<file path="config.mk">
export PLATFORM = sky130hd
export DESIGN_NAME = usr_shift_ctrl
export DESIGN_NICKNAME = d
export VERILOG_FILES = /design/src/rtl/usr_shift_ctrl.sv
export SDC_FILE = /design/constraint.sdc
export NUM_CORES = 1
export LEC_CHECK = 0
export BUFFER_PORTS_ARGS = -buffer_cell sky130_fd_sc_hd__buf_2
export CAP_MARGIN = 20
export CORE_AREA = 2 2 39 41
export DETAILED_ROUTE_END_ITERATION = 16
export DIE_AREA = 0 0 41 43
export PLACE_DENSITY = 0.66
export SYNTH_ARGS = -nofsm -noshare
export SYNTH_HDL_FRONTEND = slang
export SYNTH_SLANG_ARGS = --single-unit
</file>
<file path="constraint.sdc">
create_clock -name clock -period 1.5 [get_ports clock]
set_input_delay 0.15 -clock clock [delete_from_list [all_inputs] [get_ports clock]]
set_output_delay 0.15 -clock clock [all_outputs]
set_load 0.05 [all_outputs]
</file>
<file path="src/rtl/usr_shift_ctrl.sv">
// usr_shift_ctrl: sequencer in front of a universal shift register.
// Accepts parallel words over valid/ready, parallel-loads each word into the
// shift register, then steps it out one bit per clock (LSB or MSB first,
// chosen per word) as a framed serial stream with valid/last flags.
module usr_shift_ctrl #(
  parameter int   WIDTH = 4,
  parameter int   GAP   = 1,
  parameter logic FILL  = 1'b0
) (
  input  logic             clock,
  input  logic             reset,
  input  logic [WIDTH-1:0] din,
  input  logic             din_dir,
  input  logic             din_valid,
  output logic             din_ready,
  output logic             usr_s1,
  output logic             usr_s0,
  output logic [WIDTH-1:0] usr_in,
  output logic             usr_msb_in,
  output logic             usr_lsb_in,
  input  logic             usr_msb_out,
  input  logic             usr_lsb_out,
  output logic             ser_out,
  output logic             ser_valid,
  output logic             ser_last,
  output logic             busy
);

  localparam int CW = $clog2(WIDTH);
  localparam int GW = (GAP > 0) ? $clog2(GAP + 1) : 1;

  localparam logic [1:0] S_IDLE  = 2'd0;
  localparam logic [1:0] S_LOAD  = 2'd1;
  localparam logic [1:0] S_SHIFT = 2'd2;
  localparam logic [1:0] S_GAP   = 2'd3;

  // Shift register mode selects {s1,s0}
  localparam logic [1:0] M_HOLD  = 2'b00;
  localparam logic [1:0] M_RIGHT = 2'b01;
  localparam logic [1:0] M_LEFT  = 2'b10;
  localparam logic [1:0] M_LOAD  = 2'b11;

  localparam logic [CW-1:0] CNT_LAST = CW'(WIDTH - 1);
  localparam logic [GW-1:0] GAP_LAST = GW'((GAP > 0) ? GAP - 1 : 0);

  logic [1:0]       r_state;
  logic [CW-1:0]    r_cnt;
  logic [GW-1:0]    r_gcnt;
  logic [WIDTH-1:0] r_hold;
  logic             r_dir;

  logic             w_accept;
  logic             w_last_bit;
  logic [1:0]       w_sel;

  // Ready only in IDLE and never while reset is asserted, so a word offered
  // during reset is not taken.
  assign din_ready  = (r_state == S_IDLE) && !reset;
  assign w_accept   = din_valid && din_ready;
  assign w_last_bit = (r_state == S_SHIFT) && (r_cnt == CNT_LAST);

  // State, bit/gap counters and the per-word hold/direction registers.
  always_ff @(posedge clock) begin
    if (reset) begin
      r_state <= S_IDLE;
      r_cnt   <= '0;
      r_gcnt  <= '0;
      r_hold  <= '0;
      r_dir   <= 1'b0;
    end else begin
      case (r_state)
        S_IDLE: begin
          if (w_accept) begin
            r_hold  <= din;
            r_dir   <= din_dir;
            r_state <= S_LOAD;
          end
        end
        S_LOAD: begin
          r_cnt   <= '0;
          r_state <= S_SHIFT;
        end
        S_SHIFT: begin
          if (w_last_bit) begin
            r_cnt   <= '0;
            r_gcnt  <= '0;
            r_state <= (GAP == 0) ? S_IDLE : S_GAP;
          end else begin
            r_cnt <= r_cnt + CW'(1);
          end
        end
        S_GAP: begin
          if (r_gcnt == GAP_LAST) begin
            r_gcnt  <= '0;
            r_state <= S_IDLE;
          end else begin
            r_gcnt <= r_gcnt + GW'(1);
          end
        end
        default: r_state <= S_IDLE;
      endcase
    end
  end

  // Moore decode of mode selects and stream framing from registered state.
  always_comb begin
    w_sel     = M_HOLD;
    ser_valid = 1'b0;
    ser_last  = 1'b0;
    case (r_state)
      S_LOAD: w_sel = M_LOAD;
      S_SHIFT: begin
        ser_valid = 1'b1;
        ser_last  = w_last_bit;
        // The final bit is already at the output end; no further shift needed.
        if (!w_last_bit) w_sel = r_dir ? M_LEFT : M_RIGHT;
      end
      default: w_sel = M_HOLD;
    endcase
  end

  assign usr_s1     = w_sel[1];
  assign usr_s0     = w_sel[0];
  assign usr_in     = r_hold;
  assign usr_msb_in = FILL;
  assign usr_lsb_in = FILL;
  assign busy       = (r_state != S_IDLE);
  // Right shifts present bits at the LSB end, left shifts at the MSB end.
  assign ser_out    = ser_valid && (r_dir ? usr_msb_out : usr_lsb_out);

endmodule

</file>
== After elaboration in Yosys (flattened, before gate mapping) ==
Cells that the tools add are included.

* Register bits after elaboration: 10
* Input port bits: 10
* Output and inout port bits: 13

* Add/sub/neg operators: 2
* Eq/ne operators: 7
* Muxes and demuxes: 15
* Reduce and logical (&&, ||, !) cells: 12

{| class="wikitable"
|+ Operator list
! kind !! count
|-
| two-way mux 2 bit || 6
|-
| case mux 2 bit (2 select lines) || 2
|-
| case mux 2 bit (4 select lines) || 1
|-
| == test 2 bit, second input constant || 3
|-
| != test 2 bit, second input constant || 3
|-
| nonzero test 2 bit || 3
|-
| two-way mux 1 bit || 5
|-
| logical AND 1 bit || 4
|-
| AND reduction 2 bit || 2
|-
| AND reduction 3 bit || 1
|-
| adder 2 x 1 -> 2 bit, second input constant || 1
|-
| == test 2 x 1 -> 1 bit, second input constant || 1
|-
| logical NOT 2 bit || 1
|-
| case mux 1 bit (2 select lines) || 1
|-
| adder 1 bit, second input constant || 1
|-
| logical NOT 1 bit || 1
|}

== Logic depth before layout (Yosys ltp) ==
Gate-level depths: netlist of run 1.

* Depth in word-level cells: 5
* Depth in mapped cells: 6

== Worst setup path before layout of run 1 ==
No wires, ideal clock.

* Path type: register to output
* Start: register r_state[0]
* End: output usr_s1
* Data arrival time: 1,952 ps
* Required time: 1,350 ps
* Path slack: -602 ps
* Stages on the path, launching flop included: 6
* Path through: dfxtp_1 -> inv_1 -> ha_1 -> nor2b_4 -> a21oi_1 -> nor2b_1

* Longest elaborated chain between the ends: 4
* Elaborated cells on any way between the ends: 5
* Those cells by class: eq/ne (2); mux (2); reduce/logical (1)

{| class="wikitable"
|+ RTL lines
! item !! RTL line !! text
|-
| from (decl) || 46 || <nowiki>logic [1:0] r_state;</nowiki>
|-
| from (signal assigned) || 87 || <nowiki>r_state <= (GAP == 0) ? S_IDLE : S_GAP;</nowiki>
|-
| == test 2 bit || 60, 110 ||
|-
| logical AND 1 bit || 60 || <nowiki>assign w_last_bit = (r_state == S_SHIFT) && (r_cnt == CNT_LAST);</nowiki>
|-
| two-way mux 2 bit || 116 || <nowiki>if (!w_last_bit) w_sel = r_dir ? M_LEFT : M_RIGHT;</nowiki>
|-
| case mux 2 bit (2 select lines) * || 110 || <nowiki>case (r_state)</nowiki>
|-
| to (decl) || 16 || <nowiki>output logic usr_s1,</nowiki>
|}

Mark *: on every way between the ends. The rest lies on a longest branch, timed or not.

== Worst setup path in the final report of run 1 ==
* Start: register r_state[0]
* End: output usr_s0

* Longest elaborated chain between the ends: 4
* Elaborated cells on any way between the ends: 5
* Those cells by class: eq/ne (2); mux (2); reduce/logical (1)

{| class="wikitable"
|+ RTL lines
! item !! RTL line !! text
|-
| == test 2 bit || 60, 110 ||
|-
| logical AND 1 bit || 60 ||
|-
| two-way mux 2 bit || 116 ||
|-
| case mux 2 bit (2 select lines) * || 110 ||
|-
| to (decl) || 17 || <nowiki>output logic usr_s0,</nowiki>
|}

Marked as above.

==> results of run 1 <==
-- synthesized netlist by cell type --
library cell | instances | area [µm²]
buf_4 | 2 | 15.0
clkbuf_1 | 1 | 3.75
inv_2 | 1 | 3.75
and2b_1 | 1 | 7.51
a21oi_2 | 1 | 8.76
and2_1 | 1 | 6.26
nand2b_1 | 4 | 25.0
nand3_1 | 6 | 30.0
nor2_1 | 3 | 11.3
nand3b_1 | 1 | 7.51
nor2b_1 | 2 | 12.5
mux2i_1 | 2 | 20.0
ha_1 | 4 | 50.1
conb_1 | 1 | 3.75
nor2b_4 | 1 | 13.8
inv_1 | 3 | 11.3
nand2_1 | 6 | 22.5
dfxtp_1 | 9 | 180
o21a_1 | 2 | 15.0
buf_2 | 1 | 5.00
a21oi_1 | 8 | 40.0
-- registers in the layout (all words and copies together) (netlist names) --
signal   count
r_cnt        2
r_dir        1
r_state      2
usr_in       4
-- timing repair --
item,4_1_cts,5_1_grt
setup endpoints to repair,4,6
hold endpoints to repair,0,0
pin swaps,0,2
buffers inserted,3,1
resized for setup,10,2
-- logic make-up after synthesis --
| logic type | count (synthesis) |
|---|---|
| fa+ha+maj | 4 |
| other cells | 1 |
| simple gates | 25 |
| compound gates | 11 |
| buf+inv | 8 |
| flops | 9 |
| mux | 2 |
-- per-layer routing --
| layer | global-route usage | up-vias | wire (µm) |
|---|---|---|---|
| met5 | 0 | - | 0 |
| met4 | 0.0200 | 0 | 0 |
| met3 | 0.0785 | 0 | 49 |
| met2 | 0.238 | 10 | 580 |
| met1 | 0.170 | 211 | 491 |
| li1 | - | 243 | - |
-- metrics by stage --
stage	util	total power, W
3_5_place_dp	0.453	0.00104
5_1_grt	0.514	0.00143
6_report	0.514	0.00134
3_3_place_gp	0.453	0.00103
2_1_floorplan	-	0.000898
4_1_cts	0.505	0.00131
-- area by class of cell --
| cell class | instances | area share |
|---|---|---|
| Inverter | 4 | 0.0211 |
| Tap cell | 16 | 0.0281 |
| Clock buffer | 4 | 0.0369 |
| Sequential cell | 9 | 0.257 |
| Multi-Input combinational cell | 44 | 0.431 |
| Timing Repair Buffer | 25 | 0.227 |
-- power breakdown --
part	leakage (nW)	switching (W)	internal, W
clock network	0.0150	0.0000775	0.000102
logic	0.248	0.000521	0.000318
registers	0.0744	0.0000347	0.000288
-- path summary, 6_finish.rpt --
check / end / slack (ns) / cells past startpoint
setup reg to reg: r_cnt[0]$_SDFFE_PP0P_ / 0.29 / 5
hold reg to reg: usr_in[1]$_SDFFE_PP0P_ / 0.46 / 2
hold / removal: usr_in[0]$_SDFFE_PP0P_ / 0.14 / 3
setup / recovery: usr_s0 / -0.09 / 6
-- tightest hold or removal path, stage by stage --
cell and delay (ns):
buf_2 0.10, nand3_1 0.05, a21oi_1 0.05
==> impl_metrics.json, run 1 <==
{
  "worstSetupStartpointType": "flip-flop",
  "grt.total_usage": 0.147,
  "final_net_count": 101,
  "r2r_start": "r_state[1]$_SDFFE_PP0P_",
  "clock_tree.buffer_depth": 2,
  "routabilityCongestion": 0.770,
  "syn_avg_cell_area_um2": 8.22,
  "p_r_area_growth_vs_syn_pct": 44.4,
  "drt-pass1-iter-count": 4,
  "chipHeight_um": 43,
  "flops_latches_synth": 9,
  "initial_core_util": 0.356,
  "endpoint_kind": "output pin",
  "synthAdderAreaFrac": 0.102,
  "run_status": "finished with violations",
  "grt_pass1_vias": 412,
  "post_layout_nonfiller_instances": 102,
  "timing.hold.ws_ns": 0.145,
  "synthesis.area_um2": 493,
  "hold_removal_path_class": "in -> reg",
  "starting_drt_drc_count": 10,
  "drc": 0,
  "largest_family_of_logic_cells_by_synthesized_area": "simple AND/OR/NAND/NOR gates",
  "crit_buf_inv": 2,
  "cts.htree.levels": 1,
  "buffer_ports.inserted": 20,
  "chipWidth_um": 41,
  "p_leak_nw": 0.337,
  "final.fill_count": 142,
  "power_dens_cells_nw_per_um2": 1880,
  "arrival_time_worst_endpoint_ns": 1.44,
  "min_cycle_time_layout_ns": 1.59,
  "total_of_max_cap_violations": 0,
  "synth-warning-count": 0,
  "cts.sinks": 9,
  "post_synth_xor_area_fraction": 0,
  "fmax_mhz": 631,
  "clockRootBuffer": "clkbuf_4",
  "violations": "setup timing",
  "share_of_layout_cells_above_drive_strength_1": 0.465,
  "critPathRequiredTime_ns": 1.35,
  "synthesis.instances": 60,
  "ant_nets": 0,
  "worst_setup_hold_path_clk_slew_ns": 0.06,
  "grt_max_degree": 12,
  "overall_die_area_um2": 1760,
  "synth_compound_gate_area_share": 0.129,
  "synth_simple_gate_area_frac": 0.277,
  "tritoncts_clock_tree": "done",
  "routed_via_density": 4.55,
  "worst_ir_drop_vdd_mv": 0.857,
  "post-place-ws_ns": 0.0562,
  "cell_chain_critical_path": "inv_2, ha_4, nor2b_4, and2b_1, o21a_2, buf_8",
  "report.final.hold_viol_count": 0,
  "detailedPlacementHpwl_um": 758,
  "period_share": 1.06,
  "top_level_ports": 23,
  "mostFrequentLayoutCells": "15 x buf_2, 8 x a21oi_1, 7 x dfxtp_1",
  "synth.lib_cells_used.distinct": 21,
  "final_area_um2": 712,
  "synth.area.mux_share": 0.0406,
  "grt_first_pass_wirelength_um": 1730,
  "inserted_clock_buffers": 3,
  "timing.critical_path.fanout_max": 3,
  "worstSetupStartpoint": "r_state[0]$_SDFFE_PP0P_",
  "rows": 14,
  "grt_remaining_overflow": 0,
  "critPathTopFamily": "flip-flops",
  "yosysSeqAreaShare": 0.365,
  "ff_latch_area_um2": 183,
  "worst-setup-path-type": "reg -> out",
  "cts-hold-fix-buffers": 0,
  "layout_commonest_cell": "buf_2",
  "setup_repair_after_global_routing_missed_its_margin": "yes",
  "clock_latency_late_sink_ns": 0.25,
  "drt-wirelength-per-cell_um": 11.0,
  "finClkSkew_ns": 0.00282,
  "timing.critical_path.slowest_stage_cell": "dfxtp_2",
  "finalWirelength_um": 1120,
  "setup_violations": 3,
  "critical_path_max_stage_delay_ns": 0.33,
  "antenna_cells_inserted": 0,
  "dpl_cell_area_um2": 627,
  "multi_input_comb_area_um2": 307,
  "fin_setup_tns_ns": -0.144,
  "hold_path.startpoint": "din[0]",
  "dpl.cell_count": 94,
  "initial_antenna_violation_count": 0,
  "fin_ws_ns": -0.0856,
  "floorplan.core_area_um2": 1380,
  "routed_vias": 464,
  "final-max-slew-violation-count": 0
}
Power figures use the tool's default switching activity.
==> run 2, diff against run 1 <==
CTS_BUF_LIST = sky130_fd_sc_hd__clkbuf_4 sky130_fd_sc_hd__clkbuf_8 sky130_fd_sc_hd__clkbuf_16   (was unset)
==> run 2 against run 1 <==
Against the previous run:
- the run still ends with setup timing left
- highest routed layer unchanged
- clock-buffer cell count unchanged
- register-to-register slack about the same
- combinational power about the same
- via count decreased by 0.65%
- utilization increased by 0.090 points
- non-clock buffer count unchanged
==> impl_metrics.json, run 2 (synthesized netlist as in run 1, its figures left out) <==
{
  "run_status": "finished with violations",
  "violations": "setup timing",
  "arrival_time_worst_endpoint_ns": 1.44,
  "routed_via_density": 4.52,
  "cts-hold-fix-buffers": 0,
  "comb_power_share": 0.617,
  "tritoncts_clock_tree": "done",
  "critPathRequiredTime_ns": 1.35,
  "final-max-slew-violation-count": 0,
  "critPathTopFamily": "flip-flops",
  "drc": 0,
  "worstSetupStartpointType": "flip-flop",
  "chipWidth_um": 41,
  "finClkSkew_ns": 0.00264,
  "buffer_ports.inserted": 20,
  "largest_register_ff_count": 4,
  "antenna_cells_inserted": 0,
  "finalWirelength_um": 1120,
  "ant_nets": 0,
  "grt_max_degree": 12,
  "rows": 14,
  "routabilityCongestion": 0.770,
  "final_area_um2": 713,
  "grt.total_usage": 0.147,
  "total_power_consumption_of_the_routed_design_w": 0.00136,
  "period_share": 1.06,
  "cell_chain_critical_path": "inv_2, ha_4, nor2b_4, and2b_1, o21a_2, buf_8",
  "relative_contribution_of_sequential_cells_to_total_power": 0.237,
  "cts.htree.levels": 1,
  "clockRootBuffer": "clkbuf_4",
  "fin_ws_ns": -0.0861,
  "endpoint_kind": "output pin",
  "crit_buf_inv": 2,
  "share_of_layout_cells_above_drive_strength_1": 0.477,
  "setup_violations": 3,
  "top_level_ports": 23,
  "grt_first_pass_wirelength_um": 1730,
  "switchingPower_w": 0.000634,
  "mostFrequentLayoutCells": "16 x buf_2, 8 x a21oi_1, 7 x dfxtp_1",
  "chipHeight_um": 43,
  "clock_tree.buffer_depth": 2,
  "p_leak_nw": 0.341,
  "grt_remaining_overflow": 0,
  "fin_setup_tns_ns": -0.147,
  "drt-pass1-iter-count": 4,
  "hold_removal_path_class": "in -> reg",
  "routed_vias": 461,
  "power.switching_fraction": 0.466,
  "total_of_max_cap_violations": 0,
  "clock_latency_late_sink_ns": 0.26,
  "layout_commonest_cell": "buf_2",
  "inserted_clock_buffers": 3,
  "timing.critical_path.slowest_stage_cell": "dfxtp_2",
  "setup_repair_after_global_routing_missed_its_margin": "yes",
  "dpl_cell_area_um2": 627,
  "p_r_area_growth_vs_syn_pct": 44.7,
  "grt_pass1_vias": 412,
  "cts.sinks": 9,
  "final_net_count": 101,
  "internal_power_w": 0.000727,
  "drt-wirelength-per-cell_um": 11.0,
  "initial_core_util": 0.356,
  "clk_pwr_share": 0.146,
  "critical_path_max_stage_delay_ns": 0.33,
  "detailedPlacementHpwl_um": 758,
  "min_cycle_time_layout_ns": 1.59,
  "worst-setup-path-type": "reg -> out",
  "floorplan.core_area_um2": 1380,
  "worst_setup_hold_path_clk_slew_ns": 0.06,
  "report.final.hold_viol_count": 0,
  "power_dens_cells_nw_per_um2": 1910,
  "starting_drt_drc_count": 10,
  "fmax_mhz": 630,
  "worst_ir_drop_vdd_mv": 0.856,
  "timing.critical_path.fanout_max": 3,
  "initial_antenna_violation_count": 0,
  "overall_die_area_um2": 1760
}
[run 2: cell count changes in the layout (fill, tap and decap cells not counted), sizes merged]
cell / before / now
buf: 23 / 24
clkbuf: 6 / 5
[run 2: cell type report]
cell class / count / area, µm²
clock buffers: 4 / 30.0
fillers: 142 / 671
inverters: 4 / 15.0
multi-input cells: 44 / 307
flip-flops and latches: 9 / 183
well taps: 16 / 20.0
repair buffers: 25 / 159
[run 2: worst paths after layout]
path                           startpoint                endpoint  cells past startpoint  slack (ns)
hold reg to reg    usr_in[1]$_SDFFE_PP0P_  usr_in[1]$_SDFFE_PP0P_                      2        0.46
setup reg to reg  r_state[1]$_SDFFE_PP0P_   r_cnt[0]$_SDFFE_PP0P_                      5        0.29
hold / removal                     din[0]  usr_in[0]$_SDFFE_PP0P_                      3        0.14
setup / recovery  r_state[0]$_SDFFE_PP0P_                  usr_s0                      6       -0.09
[run 2: stage by stage]
| step | util | setup WS [ns] | hold WS [ns] | std cells |
|---|---|---|---|---|
| global placement | 0.453 | 0.0855 | 0.416 | 94 |
| global route | 0.515 | -0.141 | 0.132 | 102 |
| CTS | 0.508 | -0.0732 | 0.134 | 101 |
| floorplan | - | -0.0500 | 0.297 | 61 |
| detailed placement | 0.453 | 0.0562 | 0.411 | 94 |
| finish | 0.515 | -0.0861 | 0.144 | 102 |
[run 2: tightest hold or removal path, cell delays in order]
cell     delay [ns]
buf_2          0.10
nand3_1        0.05
a21oi_1        0.05
[run 2: power by group through the flow]
stage          Sequential, W  Clock [W]  Combinational, W
6_report            0.000323   0.000198          0.000839
3_3_place_gp        0.000320          0          0.000715
3_5_place_dp        0.000322          0          0.000717
4_1_cts             0.000319   0.000207          0.000805
5_1_grt             0.000326   0.000221          0.000897
2_1_floorplan       0.000376          0          0.000522
[run 2: per-layer routing]
layer / share of wire / GRT usage
met1: 0.44 / 0.170
met2: 0.51 / 0.238
met3: 0.044 / 0.0785
met4: 0 / 0.0200
met5: 0 / 0
[run 2: what timing repair did]
item,CTS,global route
pin swaps,0,2
resized for setup,10,1
hold endpoints to repair,0,0
setup buffers,3,1
endpoints found under the setup margin,4,6
==> run 3, diff against run 2 <==
HOLD_SLACK_MARGIN = 0.02   (was unset)
SETUP_SLACK_MARGIN = 0.4   (was unset)
==> run 3 against run 2 <==
Against the previous run:
- the flow still finishes with violations (setup timing)
- sequential power increased by 2%
- clock skew decreased by 0.0018 ns
- wire length increased by 9.7%
- fmax increased by 1.8%
- total power increased by 28%
- setup slack improved by 0.028 ns
- clock power about the same
- die area unchanged
- combinational power increased by 44%
==> impl_metrics.json, run 3 (synthesized netlist as in run 1, its figures left out) <==
{
  "cts.htree.levels": 1,
  "starting_drt_drc_count": 4,
  "top_level_ports": 23,
  "p_leak_nw": 0.385,
  "critical_path_max_stage_delay_ns": 0.33,
  "share_of_layout_cells_above_drive_strength_1": 0.678,
  "fmax_mhz": 642,
  "power_dens_cells_nw_per_um2": 1910,
  "routabilityCongestion": 0.615,
  "post-place-ws_ns": 0.102,
  "worst-setup-path-type": "reg -> out",
  "final_net_count": 105,
  "final-max-slew-violation-count": 0,
  "dpl.cell_count": 93,
  "tritoncts_clock_tree": "done",
  "clockRootBuffer": "clkbuf_4",
  "cts-hold-fix-buffers": 0,
  "grt.total_usage": 0.172,
  "chipWidth_um": 41,
  "grt_pass1_vias": 476,
  "finalWirelength_um": 1230,
  "layout_commonest_cell": "buf_2",
  "finClkSkew_ns": 0.000806,
  "report.final.hold_viol_count": 0,
  "rows": 14,
  "inserted_clock_buffers": 3,
  "layout.core_utilization": 0.659,
  "critPathRequiredTime_ns": 1.35,
  "grt_first_pass_wirelength_um": 2010,
  "timing.critical_path.fanout_max": 3,
  "ant_nets": 0,
  "grt_max_degree": 12,
  "worstSetupStartpointType": "flip-flop",
  "cell_chain_critical_path": "inv_2, ha_4, nor2b_4, and2b_1, o21a_4, buf_8",
  "drt-pass1-iter-count": 3,
  "timing.hold.ws_ns": 0.144,
  "buffer_ports.inserted": 20,
  "clock_latency_late_sink_ns": 0.26,
  "fin_ws_ns": -0.0582,
  "arrival_time_worst_endpoint_ns": 1.41,
  "cts.sinks": 9,
  "endpoint_kind": "output pin",
  "setup_repair_after_global_routing_missed_its_margin": "yes",
  "period_share": 1.04,
  "clock_tree.buffer_depth": 2,
  "drc": 0,
  "chipHeight_um": 43,
  "floorplan.core_area_um2": 1380,
  "run_status": "finished with violations",
  "largest_register_ff_count": 4,
  "drt-wirelength-per-cell_um": 11.6,
  "mostFrequentLayoutCells": "13 x buf_2, 6 x nand3_1, 6 x buf_8, 6 x dfxtp_1, 6 x buf_4",
  "grt_remaining_overflow": 0,
  "worst_setup_hold_path_clk_slew_ns": 0.06,
  "hold_removal_path_class": "in -> reg",
  "p_r_area_growth_vs_syn_pct": 85.0,
  "routed_via_density": 4.86,
  "initial_antenna_violation_count": 0,
  "initial_core_util": 0.356,
  "routed_vias": 515,
  "antenna_cells_inserted": 0,
  "worst_ir_drop_vdd_mv": 1.19,
  "overall_die_area_um2": 1760,
  "violations": "setup timing",
  "post_layout_nonfiller_instances": 106,
  "setup_violations": 2,
  "timing.critical_path.slowest_stage_cell": "dfxtp_2",
  "total_power_consumption_of_the_routed_design_w": 0.00174,
  "min_cycle_time_layout_ns": 1.56,
  "total_of_max_cap_violations": 0
}
run 3: changes by cell type in the layout (fill, tap and decap cells not counted), sizes merged:
cell      before  now
clkbuf         5    4
buf           24   29
clkinvlp       0    1
inv            4    3
run 3: area by class of cell:
class / instances / area [µm²]
clock buffers: 4 / 30.0
repair buffers: 29 / 254
well taps: 16 / 20.0
fillers: 108 / 472
flip-flops and latches: 9 / 184
multi-input cells: 44 / 405
inverters: 4 / 18.8
run 3: what timing repair did:
action / 4_1_cts / 5_1_grt
setup buffers: 6 / 3
resized for setup: 26 / 17
pin swaps: 12 / 4
endpoints found under the setup margin: 8 / 16
hold endpoints to repair: 0 / 0
run 3: power breakdown:
group          internal, W  switching, W
combinational     0.000563      0.000650
clock             0.000120     0.0000804
sequential        0.000289     0.0000391
total             0.000973      0.000770
run 3: path summary, 6_finish.rpt:
kind | start | end | slack (ns) | cells after the start
setup / recovery | r_state[0]$_SDFFE_PP0P_ | usr_s0 | -0.06 | 6
hold / removal | din[3] | usr_in[3]$_SDFFE_PP0P_ | 0.14 | 3
setup reg to reg | r_state[0]$_SDFFE_PP0P_ | r_state[1]$_SDFFE_PP0P_ | 0.15 | 7
hold reg to reg | usr_in[1]$_SDFFE_PP0P_ | usr_in[1]$_SDFFE_PP0P_ | 0.46 | 2
run 3: metal layers:
metal / vias to the layer above / wire (µm) / GRT usage
met5: - / 0 / 0
met4: 0 / 29 / 0.120
met3: 4 / 71 / 0.0366
met2: 22 / 655 / 0.247
met1: 234 / 471 / 0.218
li1: 255 / - / -
run 3: worst max-delay path: cells and delay by family (launching register included):
family	cells	cell delay [ns]
AOI/OAI and AO/OA	1	0.20
adders and majority gates	1	0.15
buffers and inverters	2	0.19
DFF	1	0.33
and+or+nand+nor	2	0.28
run 3: stage by stage:
stage                     cell area, µm²  TNS (ns)
after floorplan                      567         0
after global placement               657         0
after detailed placement             657         0
after CTS                            825    -0.128
after global routing                 912    -0.252
final                                912   -0.0829
